### config.mk
export PLATFORM = sky130hd
export DESIGN_NAME = sram_sp_param
export DESIGN_NICKNAME = d
export VERILOG_FILES = /design/src/rtl/sram_pkg.sv /design/src/rtl/sram_clr_ctrl.sv /design/src/rtl/sram_sp_param.sv
export SDC_FILE = /design/constraint.sdc
export NUM_CORES = 2
export LEC_CHECK = 0
export CAP_MARGIN = 5
export CORE_MARGIN = 1.5
export CORE_UTILIZATION = 25
export DETAILED_ROUTE_END_ITERATION = 8
export GPL_ROUTABILITY_DRIVEN = 1
export PLACE_DENSITY = 0.4
export SYNTH_ARGS = -nofsm -noshare
export SYNTH_HDL_FRONTEND = slang
export SYNTH_SLANG_ARGS = --single-unit
### constraint.sdc
create_clock -name clk_i -period 3.5 [get_ports clk_i]
set_clock_uncertainty 0.05 [all_clocks]
set_input_delay 0.7 -clock clk_i [delete_from_list [all_inputs] [get_ports clk_i]]
set_output_delay 0.7 -clock clk_i [all_outputs]
set_load 0.005 [all_outputs]
### src/rtl/sram_pkg.sv
// Shared types and constants for the single-port SRAM slice.
// Contents: clear-controller state enum, byte-lane width, default geometry.
package sram_pkg;

  localparam int unsigned LANE_W     = 8;
  localparam int unsigned DEFAULT_DW = 64;
  localparam int unsigned DEFAULT_AW = 6;

  typedef enum logic {
    IDLE  = 1'b0,
    CLEAR = 1'b1
  } clr_state_e;

endpackage

### src/rtl/sram_clr_ctrl.sv
// Clear controller: sweeps the array to zero one word per cycle.
// Ports:
//   clk_i, rst_i  clock and synchronous active-high reset
//   clr_i         request a full clear (honoured only in IDLE)
//   busy_o        high for every cycle of the sweep, registered
//   clr_addr_o    word being zeroed this cycle, registered
// Reset enters CLEAR with the counter at 0, so the array is zeroed after reset.
module sram_clr_ctrl
  import sram_pkg::*;
#(
  parameter int unsigned AW = DEFAULT_AW
) (
  input  logic          clk_i,
  input  logic          rst_i,
  input  logic          clr_i,
  output logic          busy_o,
  output logic [AW-1:0] clr_addr_o
);

  localparam int unsigned DEPTH = 1 << AW;

  clr_state_e state;

  // Controller state, sweep counter and busy flag
  always_ff @(posedge clk_i) begin
    if (rst_i) begin
      state      <= CLEAR;
      clr_addr_o <= '0;
      busy_o     <= 1'b1;
    end else begin
      case (state)
        IDLE: begin
          if (clr_i) begin
            state      <= CLEAR;
            clr_addr_o <= '0;
            busy_o     <= 1'b1;
          end
        end
        CLEAR: begin
          // clr_i is deliberately ignored here: a running sweep never restarts
          clr_addr_o <= clr_addr_o + AW'(1);
          if (clr_addr_o == AW'(DEPTH - 1)) begin
            state  <= IDLE;
            busy_o <= 1'b0;
          end
        end
        default: begin
          state      <= CLEAR;
          clr_addr_o <= '0;
          busy_o     <= 1'b1;
        end
      endcase
    end
  end

endmodule

### src/rtl/sram_sp_param.sv
// Single-port SRAM with byte-lane write mask, read-first behaviour and a
// background clear sweep after reset or on request.
// Ports:
//   clk_i, rst_i        clock and synchronous active-high reset
//   clr_i               zero the whole array (sweep of 2**AW cycles)
//   wr_en_i, wr_mask_i  write strobe and per-byte lane enables
//   rd_en_i             read strobe
//   addr_i, wdata_i     shared word address, write data
//   rdata_o, rvalid_o   registered read data and one-cycle valid pulse
//   busy_o              high during the clear sweep; accesses are dropped
// Config macro SRAM_OUTREG_EN: adds an output register stage (read latency 2).
module sram_sp_param
  import sram_pkg::*;
#(
  parameter int unsigned DW = DEFAULT_DW,
  parameter int unsigned AW = DEFAULT_AW
) (
  input  logic                 clk_i,
  input  logic                 rst_i,
  input  logic                 clr_i,
  input  logic                 wr_en_i,
  input  logic [DW/LANE_W-1:0] wr_mask_i,
  input  logic                 rd_en_i,
  input  logic [AW-1:0]        addr_i,
  input  logic [DW-1:0]        wdata_i,
  output logic [DW-1:0]        rdata_o,
  output logic                 rvalid_o,
  output logic                 busy_o
);

  localparam int unsigned NLANE = DW / LANE_W;
  localparam int unsigned DEPTH = 1 << AW;

  if ((DW % LANE_W) != 0) begin : g_dw_check
    $error("sram_sp_param: DW must be a multiple of 8");
  end

  logic [DW-1:0] mem [DEPTH];
  logic [AW-1:0] clr_addr;
  logic          rd_acc_c;
  logic [DW-1:0] rdata_q;
  logic          rvalid_q;

  sram_clr_ctrl #(.AW(AW)) u_clr_ctrl (
    .clk_i      (clk_i),
    .rst_i      (rst_i),
    .clr_i      (clr_i),
    .busy_o     (busy_o),
    .clr_addr_o (clr_addr)
  );

  assign rd_acc_c = rd_en_i & ~busy_o;

  // Array write port: sweep zeroing has priority, user writes only when idle
  always_ff @(posedge clk_i) begin
    if (!rst_i) begin
      if (busy_o) begin
        mem[clr_addr] <= '0;
      end else if (wr_en_i) begin
        for (int k = 0; k < NLANE; k++) begin
          if (wr_mask_i[k]) begin
            mem[addr_i][k*LANE_W +: LANE_W] <= wdata_i[k*LANE_W +: LANE_W];
          end
        end
      end
    end
  end

  // First read stage; nonblocking update gives read-first on same-address writes
  always_ff @(posedge clk_i) begin
    if (rst_i) begin
      rdata_q  <= '0;
      rvalid_q <= 1'b0;
    end else begin
      rvalid_q <= rd_acc_c;
      if (rd_acc_c) begin
        rdata_q <= mem[addr_i];
      end
    end
  end

`ifdef SRAM_OUTREG_EN
  logic [DW-1:0] rdata_q2;
  logic          rvalid_q2;

  // Optional output stage; data only advances with a valid beat so rdata_o holds
  always_ff @(posedge clk_i) begin
    if (rst_i) begin
      rdata_q2  <= '0;
      rvalid_q2 <= 1'b0;
    end else begin
      rvalid_q2 <= rvalid_q;
      if (rvalid_q) begin
        rdata_q2 <= rdata_q;
      end
    end
  end

  assign rdata_o  = rdata_q2;
  assign rvalid_o = rvalid_q2;
`else
  assign rdata_o  = rdata_q;
  assign rvalid_o = rvalid_q;
`endif

endmodule
==> out/qor.yml <==
worst_setup_path:
  crit_path_max_fanout: 2
  endpoint_kind: "output pin"
  critPathBufInv: 1
  worstPathCellList: "clkdlybuf4s50_1"
  critPathRequiredTime_ps: 2750
  crit_slowest_cell: "dfxtp_1"
  crit_path_max_incr_delay_ps: 890
  arrival_ps: 2670
  r2r_start: "u_clr_ctrl.busy_o"
  crit_start: "rdata_o[54]"
  crit_type: "flip-flop to output pin"
  cp-start-kind: "flip-flop"
  path_delay_family: "flip-flops"
synth:
  synth_async_sr_flop_share_pct: 0
  synth_top_family_by_area: "multiplexers"
  synth_seq_cells: 4169
  ys_warn_count: 0
  synthMuxAreaShare_pct: 13.4
  yosys_most_used_dff: "edfxtp_1"
  synth-seq-area-share_pct: 76.7
  synthAdderAreaFrac_pct: 0.00771
  synth_edf_count: 4096
  synth_compound_area_share_pct: 5.91
  synth_xor_area_share_pct: 0.00540
  synth_fp_nets: 8837
  syn_avg_cell_area_um2: 18.5
  synthCells: 8753
  yosys.area_share.simple_pct: 2.51
  synth.distinct_cells: 55
  syn-cell-area_mm2: 0.162
timing:
  worstMarginPinSlew_ps: 1380
  setup_violations: 0
  relSlewSlack_pct: 7.35
  slew_violations: 0
  fin_crit_ps: 3420
  timing.final.crit_share_pct: 97.7
  hold_viol_final: 0
  fmax_mhz: 292
routing:
  vias: 90900
  dr.pass1.iters: 5
  avgViaCountPerCell: 4.70
  drt_wl_total_mm: 597
  post_drt_wl_per_cell_um: 30.8
  drt_iter0_drc: 8583
  drc: 0
  ant_nets: 0
layout:
  area_growth_pct: 25.3
  drive_above_1_share_pct: 25.0
  nets: 10400
  layout_common_cells: "edfxtp_1 (4096), mux2i_1 (1404), buf_4 (1149), nor2_1 (592), clkbuf_16 (446)"
  stdcell_count: 19300
  final_common_cell: "edfxtp_1"
  final_cell_area_mm2: 0.203
placement:
  io_buffers: 148
  gp_congestion: 0.820
  dp_cells: 18500
  dp_hpwl_mm: 414
  placed_area_mm2: 0.189
cts:
  root_buffer: "clkbuf_16"
  cts_max_level: 5
  clk_pin_slew_worst_paths_ps: 60
  cts_tree: "built"
  cts.sink_count: 4169
  insertion_delay_ps: 1080
  cts.path.max_buffers: 4
  cts_buffers: 445
floorplanning:
  core_area_mm2: 0.646
  die_y_um: 809
  rows: 295
  initial_core_util_pct: 25.1
  io_pins: 149
  dieArea_mm2: 0.654
  dieWidth_um: 809
pwr:
  p_comb_share_pct: 4.4
  peakVddDrop_uv: 446
  seq_power_share_pct: 51.2
  p_leak_nw: 66.7
  cellPowerDensity_mw_per_mm2: 520
  power_switching_mw: 23.2
  power_frac_clock_pct: 44.4
  switching_share_pct: 21.9
  p_int_mw: 82.7
global_routing:
  grt_pass1_vias: 93400
  track_usage_pct: 17.7
  antenna_found_initial: 55
  grt_start_max_net_pins: 63
  grt_pass1_wl_mm: 808
  overflow: 0
min_path:
  min_path_type: "input port to flip-flop"
  hold_start: "addr_i[4]"
run_status:
  status: "complete, no violations"
run:
  maxCapViolations: 0
-- registers in the layout, summed over array words and instances, names as in the netlist --
signal	count
mem	4096
rdata_o	64
u_clr_ctrl.clr_addr_o	6
rvalid_o	1
u_clr_ctrl.busy_o	1
u_clr_ctrl.state	1
-- cells by family after synthesis --
logic type,Yosys count
simple gates,923
flops,4169
mux,1750
fa+ha+maj,1
xor+xnor,1
compound gates,1341
buf+inv,568
-- area by class of cell --
cell class                      instances  area, um2
Antenna cell                           29       72.6
Clock buffer                          546      11600
Timing Repair Buffer                 1684      17900
Fill cell                           62600     442000
Inverter                                7       37.5
Multi-Input combinational cell       4016      35800
Tap cell                             8613      10800
Sequential cell                      4169     124000
Clock inverter                        281       2870
-- metrics by stage --
step	setup TNS (ps)	worst slack, ps	utilization, %	hold WS, ps	total power, mW
2_1_floorplan	0	153	-	424	57.6
3_3_place_gp	-5106900	-1670	29.2	437	59.9
3_5_place_dp	-5078720	-1580	29.2	432	60.0
4_1_cts	0	53.6	31.5	209	107
5_1_grt	-19.9	-19.9	31.5	229	109
6_report	0	80.6	31.5	283	106
-- worst paths after layout --
kind,to,slack [ps],depth (start not counted)
max,rdata_o[54],80,1
min,rdata_o[57],280,4
max reg2reg,mem[48][44],220,10
min reg2reg,rdata_o[55],440,2
-- routing by layer --
layer,global-route usage [%],routed length (um),vias up
li1,-,-,38900
met1,23.8,261000,48800
met2,29.8,289000,2571
met3,2.64,29900,636
met4,4.75,16600,6
met5,0,47,-
-- power by group through the flow --
| stage | registers (mW) | logic (mW) | clock network [mW] |
|---|---|---|---|
| final | 54.2 | 4.71 | 47.0 |
| after global routing | 54.1 | 4.90 | 49.8 |
| after CTS | 54.2 | 4.75 | 48.1 |
| after detailed placement | 55.2 | 4.74 | 0 |
| after global placement | 55.2 | 4.73 | 0 |
| after floorplan | 55.2 | 2.38 | 0 |
-- repair_timing --
action                      CTS  global route
buffers inserted              2             0
hold buffers                  0             0
gates resized for setup      24             0
setup endpoints to repair  1253             0
-- synth_stat cells (all sizes together), types with 76 or more instances --
library cell / number / share of area (%)
nor2: 614 / 1.4
buf: 256 / 0.78
clkbuf: 305 / 0.71
mux2i: 1408 / 8.7
o221ai: 151 / 0.81
mux4: 334 / 4.6
o22ai: 150 / 0.58
nand2: 105 / 0.24
a221oi: 76 / 0.41
a22o: 76 / 0.41
a21oi: 268 / 0.83
edfxtp: 4096 / 76
a22oi: 388 / 1.8
No activity file was read; power rests on OpenSTA's default activity.
